--- src/rtl/cla_adder_pipe.sv ---
// Pipelined carry-lookahead adder/subtractor built from 4-bit CLA groups.
// Each stage resolves STAGE_GROUPS groups and forwards its ripple carry to the next stage.
module cla_adder_pipe #(
  parameter int WIDTH        = 16,
  parameter int STAGE_GROUPS = 1
) (
  input  logic             clk,
  input  logic             reset,
  input  logic             in_valid,
  output logic             in_ready,
  input  logic [WIDTH-1:0] a,
  input  logic [WIDTH-1:0] b,
  input  logic             cin,
  input  logic             sub,
  output logic             out_valid,
  input  logic             out_ready,
  output logic [WIDTH-1:0] sum,
  output logic             cout,
  output logic             ovf
);

  localparam int GW     = 4 * STAGE_GROUPS;
  localparam int STAGES = (GW > 0) ? (WIDTH / GW) : 1;

  generate
    if (STAGE_GROUPS < 1 || WIDTH < GW || (WIDTH % GW) != 0) begin : g_param_check
      $error("cla_adder_pipe: WIDTH must be a positive multiple of 4*STAGE_GROUPS");
    end
  endgenerate

  typedef struct packed {
    logic [WIDTH-1:0] s;
    logic             c;
    logic             cm;
  } stg_t;

  // Returns {carry out of bit 3, carry into bit 3, sum[3:0]}.
  function automatic logic [5:0] cla4(input logic [3:0] x, input logic [3:0] y,
                                      input logic c0);
    logic [3:0] g, p;
    logic [4:0] c;
    g    = x & y;
    p    = x ^ y;
    c[0] = c0;
    c[1] = g[0] | (p[0] & c0);
    c[2] = g[1] | (p[1] & g[0]) | (p[1] & p[0] & c0);
    c[3] = g[2] | (p[2] & g[1]) | (p[2] & p[1] & g[0]) | (p[2] & p[1] & p[0] & c0);
    c[4] = g[3] | (p[3] & g[2]) | (p[3] & p[2] & g[1]) | (p[3] & p[2] & p[1] & g[0])
         | (p[3] & p[2] & p[1] & p[0] & c0);
    return {c[4], c[3], p ^ c[3:0]};
  endfunction

  // Resolves the groups owned by stage k; lower sum bits pass through untouched.
  function automatic stg_t stage_calc(input int k, input logic [WIDTH-1:0] ai,
                                      input logic [WIDTH-1:0] bi,
                                      input logic [WIDTH-1:0] si, input logic ci);
    stg_t       o;
    logic [5:0] r;
    logic       cy;
    o.s  = si;
    o.cm = 1'b0;
    cy   = ci;
    for (int g = 0; g < STAGE_GROUPS; g++) begin
      r = cla4(ai[k*GW + 4*g +: 4], bi[k*GW + 4*g +: 4], cy);
      o.s[k*GW + 4*g +: 4] = r[3:0];
      o.cm = r[4];
      cy   = r[5];
    end
    o.c = cy;
    return o;
  endfunction

  logic             adv, accept;
  logic [WIDTH-1:0] b_eff;
  logic             c_eff;

  logic [WIDTH-1:0] a_p [STAGES];
  logic [WIDTH-1:0] b_p [STAGES];
  logic [WIDTH-1:0] s_p [STAGES];
  logic [STAGES-1:0] c_p, cm_p, vld_p;
  stg_t             nx  [STAGES];
  logic             unused_bits;

  assign adv      = !out_valid || out_ready;
  assign in_ready = reset && adv;
  assign accept   = in_valid && in_ready;
  assign b_eff    = sub ? ~b : b;
  assign c_eff    = sub | cin;

  always_comb begin
    nx[0] = stage_calc(0, a, b_eff, '0, c_eff);
    for (int k = 1; k < STAGES; k++) begin
      nx[k] = stage_calc(k, a_p[k-1], b_p[k-1], s_p[k-1], c_p[k-1]);
    end
  end

  // ---- stage registers: control ----
  always_ff @(posedge clk) begin
    if (!reset) begin
      vld_p <= '0;
    end else if (adv) begin
      vld_p[0] <= accept;
      for (int k = 1; k < STAGES; k++) vld_p[k] <= vld_p[k-1];
    end
  end

  // ---- stage registers: datapath ----
  always_ff @(posedge clk) begin
    if (adv) begin
      a_p[0] <= a;
      b_p[0] <= b_eff;
      for (int k = 1; k < STAGES; k++) begin
        a_p[k] <= a_p[k-1];
        b_p[k] <= b_p[k-1];
      end
      for (int k = 0; k < STAGES; k++) begin
        s_p[k]  <= nx[k].s;
        c_p[k]  <= nx[k].c;
        cm_p[k] <= nx[k].cm;
      end
    end
    // Only the output stage is cleared, so the visible result reads zero after reset.
    if (!reset) begin
      s_p[STAGES-1]  <= '0;
      c_p[STAGES-1]  <= 1'b0;
      cm_p[STAGES-1] <= 1'b0;
    end
  end

  // Low operand bits of each stage and the final operand copies are never consumed.
  always_comb begin
    unused_bits = ^cm_p;
    for (int k = 0; k < STAGES; k++) unused_bits = unused_bits ^ (^a_p[k]) ^ (^b_p[k]);
  end

  assign out_valid = vld_p[STAGES-1];
  assign sum       = s_p[STAGES-1];
  assign cout      = c_p[STAGES-1];
  assign ovf       = c_p[STAGES-1] ^ cm_p[STAGES-1];

endmodule
--- config.mk ---
export PLATFORM = sky130hd
export DESIGN_NAME = cla_adder_pipe
export DESIGN_NICKNAME = d
export VERILOG_FILES = /design/src/rtl/cla_adder_pipe.sv
export SDC_FILE = /design/constraint.sdc
export NUM_CORES = 1
export LEC_CHECK = 0
export BUFFER_PORTS_ARGS = -buffer_cell sky130_fd_sc_hd__buf_2
export CORE_MARGIN = 2
export CORE_UTILIZATION = 40
export DETAILED_ROUTE_END_ITERATION = 7
export HOLD_SLACK_MARGIN = 0.03
export PLACE_DENSITY_LB_ADDON = 0.1
export SYNTH_ARGS = -nofsm -noshare
export SYNTH_HDL_FRONTEND = slang
export SYNTH_SLANG_ARGS = --single-unit
--- constraint.sdc ---
create_clock -name clk -period 2.2 [get_ports clk]
set_input_delay 0.22 -clock clk [delete_from_list [all_inputs] [get_ports clk]]
set_output_delay 0.22 -clock clk [all_outputs]
set_load 0.05 [all_outputs]
==> metrics <==
Yosys top cell by area=edfxtp_1; P_sw=1123 uW; Worst setup startpoint=vld_p[3]; DRC Markers=0; core area=9284 um2; Peak VDD IR=299.6 uV; Clock Skew=12.75 ps; root buf cell=clkbuf_8; post-DP HPWL=3520 um; Setup WS post-layout=352.8 ps; final setup fails=0; # IOs=58; H-tree lvl count=3; Switching Fraction=25.54%; fraction of registers with async set/reset=0%; Cell variety after synth=33; CTS Buffer Depth=2; CP Capture Point=in_ready; # clock sinks=97; CP Capture Type=output pin; Die Span Y=102.1 um; total track usage=11.15%; initial core utilization=41.46%; post-CTS setup buffers=0; internal power=3275 uW; Vias=1,882; Lkg Pwr=0.001917 uW; sequential power share=56.3%; top cells by area, synth=edfxtp_1 71%, ha_1 5.9%, xor2_1 5.0%; FF-to-FF Start=a_p[2][12]; top-count cell post-synth=edfxtp_1; global route total overflow=0; fin area=4643 um2; Placement Rows=35; placed inst area=4317 um2; post-synthesis cell area=3849 um2; Placer Congestion=0.7768; WS Path Type=reg -> out; WL/cell=12.11 um; PortBufs=57; first-pass GRT wire length=8549 um; number of buffers created by CTS=9; Seq cells post-synth=97; min cycle time layout=1847 ps; dpl ws=420.9 ps; Post-Synthesis Cells=219; post-layout net count=358; Vias/cell=4.356; die area=10,420 um2; EDFF count, synth=91; R2R Setup Slk=590 ps; CP Launch Type=flip-flop; setup_tns=0 ps; Hold Fails Final Rpt=0; Reg2Reg Depth=4; status=completed; worst-skew pair later-pin latency=350 ps; Die Wd=102.1 um; PD cells=947.1 nW/um2; footprint of the multi-input gates=945.9 um2; max frequency=541.4 MHz; Arr. time, crit path=1630 ps; Yosys warnings=0; share of the synthesized area in the top cell type=71.00%; initial antenna violation count=0; Gate power share=15.7%; clock share of power=27.9%; CTS tree=done; Routed WL=5230 um; number of max-cap violations=0; sequential share of the synthesized area=74.12%; maximum fanout along the worst path=23; Layout area overhead=20.64%; prevailing post-synth register cell=edfxtp_1; Post-synth top cells=91 x edfxtp_1, 22 x xor2_1, 18 x ha_1; Layout fillers=832; Min-Delay Path Class=in -> reg; Post-Synthesis Net Count=279; vias in the first global route=1,809; share of cells above drive strength 1=27.06%; Slew HR=54.50%; Slew @ Worst Pin=680.9 ps; antenna cells=0; RSZ-0062 raised after global routing=no; antenna viol nets, final=0; clock-pin slew on the worst setup and hold paths=90 ps; DRT iter0 DRCs=65; syn avg cell area=17.57 um2; Reg-to-Reg End=c_p[3]; largest net degree at the start of global routing=34; FF/Latch Area=2853 um2; first-pass detailed-route iteration total=5; Crit path required time=1980 ps; Max Slew Vio Count=0; Final Cycle Share=83.96%
-- placed cells by master (no fill, tap or decap), types with 3 or more instances in the layout --
master and n:
clkbuf_8 9, nand2_1 8, nor2_1 3, o21bai_1 4, a21o_1 5, dlygate4sd3_1 11
inv_1 4, xor2_1 22, xnor2_1 5, dfxtp_1 6, a211oi_1 3, fa_1 4
buf_2 57, ha_1 18, edfxtp_1 91, a21boi_0 3, o21ai_0 6, buf_4 4
o21a_1 3, and2_1 15
-- kinds of logic after synthesis --
kind of cell,count (synthesis),synth area share (%)
DFF,97,74.12
AOI/OAI and AO/OA,31,5.884
and+or+nand+nor,31,4.357
xor gates and xnor gates,27,6.144
adders and majority gates,22,7.933
buffers and inverters,10,1.300
muxes,1,0.2601
-- per-stage QoR --
stage / std cells / power, uW / util (%) / hold WS [ps]
after global placement: 405 / 3189 / 46.50 / 396.7
after floorplan: 219 / 3024 / - / 318.9
final: 432 / 4398 / 50.01 / 56.90
after detailed placement: 405 / 3209 / 46.50 / 398.1
after CTS: 431 / 4469 / 49.91 / 31.82
after global routing: 432 / 4631 / 50.01 / 33.66
-- critical path: stages (launching register included) --
cell and delay, ps:
dfxtp_1 330, nor2b_1 130, buf_4 160, inv_4 240, and2_1 170, buf_2 250
-- power groups by stage --
stage / registers, uW / clock network (uW) / logic (uW)
floorplan: 2720 / 0 / 304
detailed placement: 2520 / 0 / 684
CTS: 2480 / 1290 / 700
global route: 2510 / 1360 / 760
finish: 2480 / 1230 / 692
global placement: 2510 / 0 / 675
-- repair_timing --
item                      in CTS  in global routing
hold endpoints to repair      10                  1
resized for setup              0                  0
hold buffers                  10                  1
-- sequential cells by signal (all words and copies together) (netlist names) --
signal  cells
a_p        24
c_p         4
b_p        24
vld_p       4
s_p        40
cm_p        1
-- how the worst min path moves through the flow --
| stage | start | to | slack [ps] | cells after the start |
|---|---|---|---|---|
| floorplan | a[10] | a_p[0][10] | 320 | 0 |
| global placement | a[14] | a_p[0][14] | 400 | 1 |
| detailed placement | a[10] | a_p[0][10] | 400 | 1 |
| CTS | a[15] | a_p[0][15] | 30 | 1 |
| global route | a[7] | a_p[0][7] | 30 | 1 |
| finish | a[7] | a_p[0][7] | 60 | 1 |
-- layer usage --
| layer | up-vias | track usage (%) | wire, um |
|---|---|---|---|
| met5 | - | 0 | 0 |
| met2 | 53 | 15.33 | 2162 |
| met3 | 10 | 3.694 | 314 |
| met4 | 0 | 6.769 | 122 |
| met1 | 856 | 15.34 | 2630 |
| li1 | 963 | - | - |
-- final cells by class --
cell class / instances / area share [%]
clock buffers: 9 / 2.668
clock inverters: 7 / 1.994
repair buffers: 73 / 9.593
flip-flops and latches: 97 / 61.44
well taps: 129 / 3.476
multi-input cells: 112 / 20.37
inverters: 5 / 0.4581
No activity file was read; power rests on OpenSTA's default activity.
